### src/rtl/thread_regfile.sv
// Per-thread register file: R0-R12 general purpose, R13-R15 read-only (%blockIdx, %blockDim, %threadIdx).
// Optional even-parity protection of R0-R12 with a sticky parity_err output when RF_PARITY_EN is defined.
module thread_regfile #(
  parameter int THREADS_PER_BLOCK = 4,
  parameter int THREAD_ID         = 0,
  parameter int DATA_BITS         = 8
) (
  input  logic                 clk,
  input  logic                 reset,
  input  logic                 enable,
  input  logic [7:0]           block_id,
  input  logic [2:0]           core_state,
  input  logic [3:0]           decoded_rd_address,
  input  logic [3:0]           decoded_rs_address,
  input  logic [3:0]           decoded_rt_address,
  input  logic                 decoded_reg_write_enable,
  input  logic [1:0]           decoded_reg_input_mux,
  input  logic [DATA_BITS-1:0] decoded_immediate,
  input  logic [DATA_BITS-1:0] alu_out,
  input  logic [DATA_BITS-1:0] lsu_out,
`ifdef RF_PARITY_EN
  output logic                 parity_err,
`endif
  output logic [DATA_BITS-1:0] rs,
  output logic [DATA_BITS-1:0] rt
);

  typedef logic [DATA_BITS-1:0] data_t;

  localparam logic [2:0] REQUEST = 3'b011;
  localparam logic [2:0] UPDATE  = 3'b110;

  localparam logic [3:0] LAST_GP = 4'd12;
  localparam logic [3:0] R13     = 4'd13;
  localparam logic [3:0] R14     = 4'd14;

  localparam logic [1:0] MUX_ALU = 2'b00;
  localparam logic [1:0] MUX_MEM = 2'b01;
  localparam logic [1:0] MUX_IMM = 2'b10;

  localparam data_t BLOCK_DIM  = data_t'(THREADS_PER_BLOCK);
  localparam data_t THREAD_IDX = data_t'(THREAD_ID);

  data_t gp_regs [0:12];
  data_t block_idx;

  logic  wr_en;
  data_t wr_data;
  data_t rs_next;
  data_t rt_next;

  function automatic data_t read_reg(input logic [3:0] addr);
    if (addr <= LAST_GP)  return gp_regs[addr];
    else if (addr == R13) return block_idx;
    else if (addr == R14) return BLOCK_DIM;
    else                  return THREAD_IDX;
  endfunction

  // Writes aimed at R13-R15 never assert wr_en, so the read-only registers need no extra guard.
  always_comb begin
    // NOTE: every combinational output gets a default first so no path leaves it unassigned (no latch).
    wr_en   = 1'b0;
    wr_data = '0;
    if (enable && core_state == UPDATE && decoded_reg_write_enable &&
        decoded_rd_address <= LAST_GP) begin
      unique case (decoded_reg_input_mux)
        MUX_ALU: begin wr_en = 1'b1; wr_data = alu_out;           end
        MUX_MEM: begin wr_en = 1'b1; wr_data = lsu_out;           end
        MUX_IMM: begin wr_en = 1'b1; wr_data = decoded_immediate; end
        default: begin wr_en = 1'b0; wr_data = '0;                end
      endcase
    end
  end

  always_comb begin
    rs_next = read_reg(decoded_rs_address);
    rt_next = read_reg(decoded_rt_address);
  end

  always_ff @(posedge clk) begin
    // NOTE: the register array is reset explicitly because R0 must read 0 right after reset.
    if (reset) begin
      for (int i = 0; i <= 12; i++) gp_regs[i] <= '0;
      block_idx <= '0;
      rs        <= '0;
      rt        <= '0;
    end else if (enable) begin
      // NOTE: non-blocking assignments keep R13 refresh and the operand read on the same edge race-free.
      block_idx <= data_t'(block_id);
      if (wr_en) gp_regs[decoded_rd_address] <= wr_data;
      if (core_state == REQUEST) begin
        rs <= rs_next;
        rt <= rt_next;
      end
    end
  end

`ifdef RF_PARITY_EN
  logic gp_par [0:12];
  logic rs_bad;
  logic rt_bad;

  // Only general-purpose sources are checked; R13-R15 carry no stored parity.
  always_comb begin
    rs_bad = 1'b0;
    rt_bad = 1'b0;
    if (decoded_rs_address <= LAST_GP)
      rs_bad = (^gp_regs[decoded_rs_address]) != gp_par[decoded_rs_address];
    if (decoded_rt_address <= LAST_GP)
      rt_bad = (^gp_regs[decoded_rt_address]) != gp_par[decoded_rt_address];
  end

  always_ff @(posedge clk) begin
    if (reset) begin
      for (int i = 0; i <= 12; i++) gp_par[i] <= 1'b0;
      parity_err <= 1'b0;
    end else if (enable) begin
      if (wr_en) gp_par[decoded_rd_address] <= ^wr_data;
      if (core_state == REQUEST && (rs_bad || rt_bad)) parity_err <= 1'b1;
    end
  end
`endif

endmodule

### config.mk
export PLATFORM = sky130hd
export DESIGN_NAME = thread_regfile
export DESIGN_NICKNAME = d
export VERILOG_FILES = /design/src/rtl/thread_regfile.sv
export SDC_FILE = /design/constraint.sdc
export NUM_CORES = 1
export LEC_CHECK = 0
export ABC_AREA = 1
export CAP_MARGIN = 5
export CORE_MARGIN = 8
export CORE_UTILIZATION = 59
export CTS_CLUSTER_DIAMETER = 120
export DETAILED_ROUTE_END_ITERATION = 8
export PLACE_DENSITY = 0.81
export SYNTH_ARGS = -nofsm -noshare
export SYNTH_HDL_FRONTEND = slang
export SYNTH_SLANG_ARGS = --single-unit
### constraint.sdc
create_clock -name clk -period 2.42 [get_ports clk]
set_clock_uncertainty 0.05 [all_clocks]
set_input_delay 0.484 -clock clk [delete_from_list [all_inputs] [get_ports clk]]
set_output_delay 0.484 -clock clk [all_outputs]
set_load 0.02 [all_outputs]
==> out/results.ini, run 1 <==
[status]
status = finished, final reports clean

[floorplan]
rows = 44
ioPinCount = 69
start_util_pct = 60.16
die_y_um = 137.5
coreArea_um2 = 14480
dieArea_um2 = 18910
die-width_um = 137.5

[drt]
ant_nets = 0
drt_pass1_iterations = 6
viasPerCell = 5.608
avgRoutedWirePerCell_um = 17.27
via_count = 8490
routed_wl_um = 26150
drcViolationCount = 0
drt_iter0_markers = 1441

[timing]
fin_crit_sh_pct = 92.42
finalMaxSlewViolations = 0
fmax_mhz = 447.1
rsz0062_at_grt = no
post-route-min-period_ns = 2.237
slew_headroom_pct = 60.53
hold_viol = 0
setup_viol = 0
tightest_slew_ns = 0.5915
timing.hold.ws_ns = 0.4183
finalWorstSetupSlack_ns = 0.1834

[grt]
grt_max_degree = 61
antenna_found_initial = 0
grt_pass1_vias = 7759
grt_pass1_wl_um = 40810
overflow = 0
grt_usage_pct = 28.49

[logic_synthesis]
netlist_area_um2 = 8711
yosys.area.top_type = edfxtp_1
ys_top_cells_by_area = edfxtp_1 (43%), nand2_1 (22%), nand3_1 (6.7%), dfxtp_1 (5.5%), inv_1 (5.1%)
synth_edf_count = 126
synthTopCellsByCount = nand2_1 (499), edfxtp_1 (126), inv_1 (118), nor2_1 (118), nand3_1 (116)
synth_top_area_share_pct = 43.44
yosysWarnings = 0
ys_seq_area_share_pct = 48.95
ys.flop_type = edfxtp_1
synthMostInstantiatedCell = nand2_1
async_flop_share_pct = 0
netlist_instances = 1184
syn_avg_cell_area_um2 = 7.357
ys_ff_latch = 150
synth_cell_types = 27

[placement]
port_buffers = 68
gp_congestion = 0.9639
dp_slack_ns = -0.2410
dp_hpwl_um = 18670

[cts]
htreeDepth = 4
clockBufferDepth = 2
cts_buffers = 17
cts_resized = 0
clk_pin_slew_ns = 0.06
clockRootBuffer = clkbuf_16
worstSkewPairLatency_ns = 0.43
holdBufCountCts = 0
cts_tree = built
cts.sinks = 150
cts_setup_buffers = 0

[worst_setup_path]
cp-end-kind = register
rrSetupSlack_ns = 1.10
r2r-start = gp_regs[6][1]$_SDFFCE_PN0P_
rr_worst_depth = 8
crit_path_start_kind = input port
r2r_end = rt[1]$_SDFFE_PP0P_
critPathRequiredTime_ns = 2.47
critPathKind = in -> reg
arrival_ns = 2.29
critPathMostFrequentCell = nand2_4
cp_slowest_stage_delay_ns = 0.50
cpMaxStageDelayCell = clkdlybuf4s50_1
critPathMaxFanout = 8
path_cells = clkdlybuf4s50_1, nand3_1, nor2_4, nand3_4, a21oi_4, nand2_4, nor2_8, nand2_4, nand2_1

[layout]
final_nets = 1370
fillers = 1070
multi_input_area_um2 = 3771
register_area_um2 = 4264
diodes = 0
areaGrowthSynthToFinish_pct = 23.71
drive_gt1_share_pct = 11.43

[pwr]
seq_power_share_pct = 46.5
ir_drop_mv = 0.5598
powerDensity_nw_per_um2 = 599.1
pwr-share-comb_pct = 14.1
power.internal_mw = 4.700
power_mw = 6.456
power.share.clock_pct = 39.5
switching_power_mw = 1.756
p_leak_nw = 5.140
netSwitchingFraction_pct = 27.20

[worst_hold_path]
min-delay-start = rs[2]$_SDFFE_PP0P_
min_to = rs[2]$_SDFFE_PP0P_
hold_path_class = reg -> reg
hold_depth = 2

[job]
maxCapViolations = 0

[area by class of cell]
type,instances,area share (%)
Tap cell,184,2.136
Timing Repair Buffer,148,13.54
Inverter,128,4.458
Sequential cell,150,39.57
Multi-Input combinational cell,872,34.99
Clock buffer,17,3.948
Clock inverter,15,1.358
[registers in the layout (all words and copies together) (netlist names)]
| register | count |
|---|---|
| rs | 8 |
| rt | 8 |
| block_idx | 8 |
| gp_regs | 126 |
[per-layer routing]
layer / part of all wire (%) / vias to the layer above / track usage (%)
li1: - / 3974 / -
met1: 39 / 3728 / 38.00
met2: 42 / 685 / 41.30
met3: 14 / 103 / 9.044
met4: 4.5 / 0 / 13.34
met5: 0 / - / 0
[logic make-up (layout without fill, tap and decap cells)]
kind of cell	after synthesis	in the layout	synth area share, %
and+or+nand+nor	765	765	37.22
buffers and inverters	183	308	8.719
DFF	150	150	48.95
AOI/OAI and AO/OA	85	85	5.070
other	1	22	0.04305
[power groups by stage]
stage               Sequential (mW)  Clock [mW]  Combinational, mW
global placement               3.04           0              0.863
floorplan                      3.02           0              0.518
detailed placement             3.05           0              0.878
global route                   3.01        2.66              0.995
CTS                            2.99        2.55              0.886
finish                         3.00        2.55              0.908
[metrics by stage]
step	utilization (%)	cell area (µm²)	cells	setup TNS (ns)
detailed placement	70.48	10200	1482	-17.78
global route	74.43	10780	1514	0
finish	74.43	10780	1514	0
floorplan	-	8790	1205	0
global placement	70.48	10200	1482	-12.65
CTS	74.43	10780	1514	0
[worst max-delay path: cells and delay by family]
kind                   cells  cell delay (ns)
AO/OA/AOI/OAI              1             0.16
AND/OR/NAND/NOR            7             1.14
buffers and inverters      1             0.50
[how the worst max path moves through the flow]
stage,startpoint,to,slack (ns)
after floorplan,core_state[0],gp_regs[0][0]$_SDFFCE_PN0P_,0.35
after global placement,core_state[2],gp_regs[4][4]$_SDFFCE_PN0P_,-0.18
after detailed placement,core_state[2],gp_regs[4][4]$_SDFFCE_PN0P_,-0.24
after CTS,core_state[2],gp_regs[4][6]$_SDFFCE_PN0P_,0.19
after global routing,core_state[2],gp_regs[4][6]$_SDFFCE_PN0P_,0.1
final,core_state[2],gp_regs[4][2]$_SDFFCE_PN0P_,0.18
[cells in the final DEF, fill, tap and decap left out, drive strengths merged]
| cell | n |
|---|---|
| clkbuf | 17 |
| dfxtp | 24 |
| edfxtp | 126 |
| clkdlybuf4s50 | 66 |
| o21ai | 40 |
| clkinvlp | 2 |
| buf | 82 |
| nor3 | 1 |
| clkinv | 11 |
| bufinv | 1 |
| a31oi | 2 |
| conb | 22 |
| nand2 | 515 |
| inv | 129 |
| nand3 | 117 |
| a21oi | 42 |
| a21boi | 1 |
| nor2 | 132 |
(Power assumes the default switching activity.)
==> run 2: changes to the inputs <==
SKIP_CTS_REPAIR_TIMING = 1   (was not set)
==> results of run 2 <==
Same layout as run 1: the final DEF is identical, and so are final timing and power.
==> run 3: changes to the inputs <==
--- a/config.mk
+++ b/config.mk
@@ -10,4 +10,5 @@
 export CORE_MARGIN = 8
 export CORE_UTILIZATION = 59
+export CTS_BUF_LIST = sky130_fd_sc_hd__clkbuf_16
 export CTS_CLUSTER_DIAMETER = 120
 export DETAILED_ROUTE_END_ITERATION = 8
==> constraint.sdc (replaced) <==
create_clock -name clk -period 2.42 [get_ports clk]
set_clock_uncertainty 0.05 [all_clocks]
set_input_delay 0.363 -clock clk [delete_from_list [all_inputs] [get_ports clk]]
set_output_delay 0.363 -clock clk [all_outputs]
set_load 0.02 [all_outputs]
==> run 3 against run 2 <==
Effect of this change: critical path type unchanged; count of clock-buffer cells in the layout unchanged; register-to-register slack worse by 0.09 ns; sequential power about the same; first-iteration DRC count up 18%.
==> out/results.ini, run 3 (same netlist as run 1, synthesis figures left out) <==
[status]
status = finished, final reports clean

[pwr]
seq_power_share_pct = 45.1  ; -1.4 points
power.share.clock_pct = 41.3  ; +1.8 points
switching_power_mw = 1.691  ; -3.7%
netSwitchingFraction_pct = 25.41  ; -1.8 points
power.internal_mw = 4.964  ; +5.6%
pwr-share-comb_pct = 13.6  ; -0.5 points
p_leak_nw = 5.111  ; -0.56%
ir_drop_mv = 0.5002  ; -11%
powerDensity_nw_per_um2 = 621.2  ; +3.7%

[layout]
design_area_um2 = 10710  ; -0.58%
drive_gt1_share_pct = 10.88  ; -0.55 points
regMostFlops = gp_regs
final_common_cell = nand2_1
areaGrowthSynthToFinish_pct = 23.00
largest_register_ffs = 126  ; unchanged
diodes = 0  ; unchanged
fillers = 1092  ; +2.1%
stdcell_count = 1508  ; -0.40%
layout_common_cells = nand2_1 (499), edfxtp_1 (126), inv_1 (118), nor2_1 (118), nand3_1 (116)
final_nets = 1365  ; -0.36%

[worst_setup_path]
crit_path_start_kind = input port
critPathRequiredTime_ns = 2.47  ; about the same
critPathMostFrequentCell = nand2_4
cpMaxStageDelayCell = clkdlybuf4s50_1
cp_slowest_stage_delay_ns = 0.49  ; about the same
cp-end-kind = register
arrival_ns = 2.16  ; -0.13 ns
critPathKind = in -> reg
path_cells = clkdlybuf4s50_1, nand3_1, nor2_4, nand3_4, a21oi_4, nand2_4, nor2_8, nand2_4, nand2_1
path_buf_inv = 1  ; unchanged
cpLargestDelayFamily = simple AND/OR/NAND/NOR gates
critPathMaxFanout = 8  ; unchanged

[floorplan]
die-width_um = 137.5  ; unchanged
die_y_um = 137.5  ; unchanged
rows = 44  ; unchanged
coreArea_um2 = 14480  ; unchanged
ioPinCount = 69  ; unchanged
dieArea_um2 = 18910  ; unchanged
start_util_pct = 60.16  ; unchanged

[timing]
rsz0062_at_grt = no
tightest_slew_ns = 0.5676  ; -0.02388 ns
timing.hold.ws_ns = 0.4159  ; -0.002432 ns
finalWorstSetupSlack_ns = 0.3112  ; +0.1278 ns
fin_crit_sh_pct = 87.14  ; -5.3 points
fmax_mhz = 474.2  ; +6.1%
finalMaxSlewViolations = 0  ; unchanged
hold_viol = 0  ; unchanged
slew_headroom_pct = 62.02  ; +1.5 points
setup_viol = 0  ; unchanged
post-route-min-period_ns = 2.109  ; -0.1278 ns

[placement]
dp_hpwl_um = 18780  ; +0.58%
port_buffers = 68  ; unchanged
place_area_um2 = 10100  ; -0.98%
gp_congestion = 0.9782  ; +1.5%
place_inst = 1477  ; -0.34%
dp_slack_ns = -0.08954  ; +0.1515 ns

[grt]
antenna_found_initial = 0  ; unchanged
grt_pass1_vias = 7909  ; +1.9%
grt_usage_pct = 29.21  ; +0.72 points
grt_pass1_wl_um = 41630  ; +2.0%
grt_max_degree = 53  ; -13%
overflow = 0  ; unchanged

[job]
maxCapViolations = 0  ; unchanged

[drt]
avgRoutedWirePerCell_um = 17.74  ; +2.7%
drt_pass1_iterations = 7  ; +1
ant_nets = 0  ; unchanged
drcViolationCount = 0  ; unchanged
viasPerCell = 5.685  ; +1.4%
routed_wl_um = 26760  ; +2.3%
via_count = 8573  ; +0.98%
drt_iter0_markers = 1703  ; +18%

[worst_hold_path]
hold_path_class = reg -> reg

[cts]
clockBufferDepth = 2  ; unchanged
htreeDepth = 4  ; unchanged
clockRootBuffer = clkbuf_16
cts_buffers = 17  ; unchanged
clk_pin_slew_ns = 0.06  ; about the same
worstSkewPairLatency_ns = 0.43  ; about the same
cts.sinks = 150  ; unchanged
cts_tree = built

run 3: metrics by stage:
stage	setup TNS [ns]	util (%)	power (mW)
floorplan	0	-	3.540
global placement	-0.6594	69.79	3.899
detailed placement	-3.593	69.79	3.914
CTS	0	74.00	6.635
global route	0	74.00	6.858
finish	0	74.00	6.656
run 3: worst paths after layout:
check,start,end,slack (ns),depth (start not counted)
max,core_state[2],gp_regs[3][6]$_SDFFCE_PN0P_,0.31,9
min,rt[2]$_SDFFE_PP0P_,rt[2]$_SDFFE_PP0P_,0.42,2
max reg2reg,gp_regs[3][1]$_SDFFCE_PN0P_,rt[1]$_SDFFE_PP0P_,1.01,8
min reg2reg,rt[2]$_SDFFE_PP0P_,rt[2]$_SDFFE_PP0P_,0.42,2
run 3: routing by layer:
metal	vias to the layer above	GRT usage, %	wire length (µm)
li1	3961	-	-
met1	3775	38.87	10130
met2	687	44.65	11660
met3	150	6.419	3695
met4	0	13.52	1271
met5	-	0	0
run 3: cell type report:
type	instances	area (µm²)	share of cell area (%)
sequential	150	4264	39.80
multi-input combinational	872	3771	35.20
timing repair buffer	143	1359	12.68
inverter	128	480.5	4.484
clock buffer	17	425.4	3.971
tap	184	230.2	2.149
clock inverter	14	183.9	1.717
run 3: power by group through the flow:
stage | clock network, mW | logic, mW | registers (mW)
4_1_cts | 2.76 | 0.880 | 2.99
5_1_grt | 2.86 | 0.987 | 3.01
6_report | 2.75 | 0.908 | 3.00
2_1_floorplan | 0 | 0.518 | 3.02
3_3_place_gp | 0 | 0.857 | 3.04
3_5_place_dp | 0 | 0.868 | 3.05
run 3: tightest hold or removal path: cells and delay by family, from the launching register on:
kind / cells / cell delay, ns
flops: 1 / 0.31
simple gates: 1 / 0.06
compound gates: 1 / 0.05
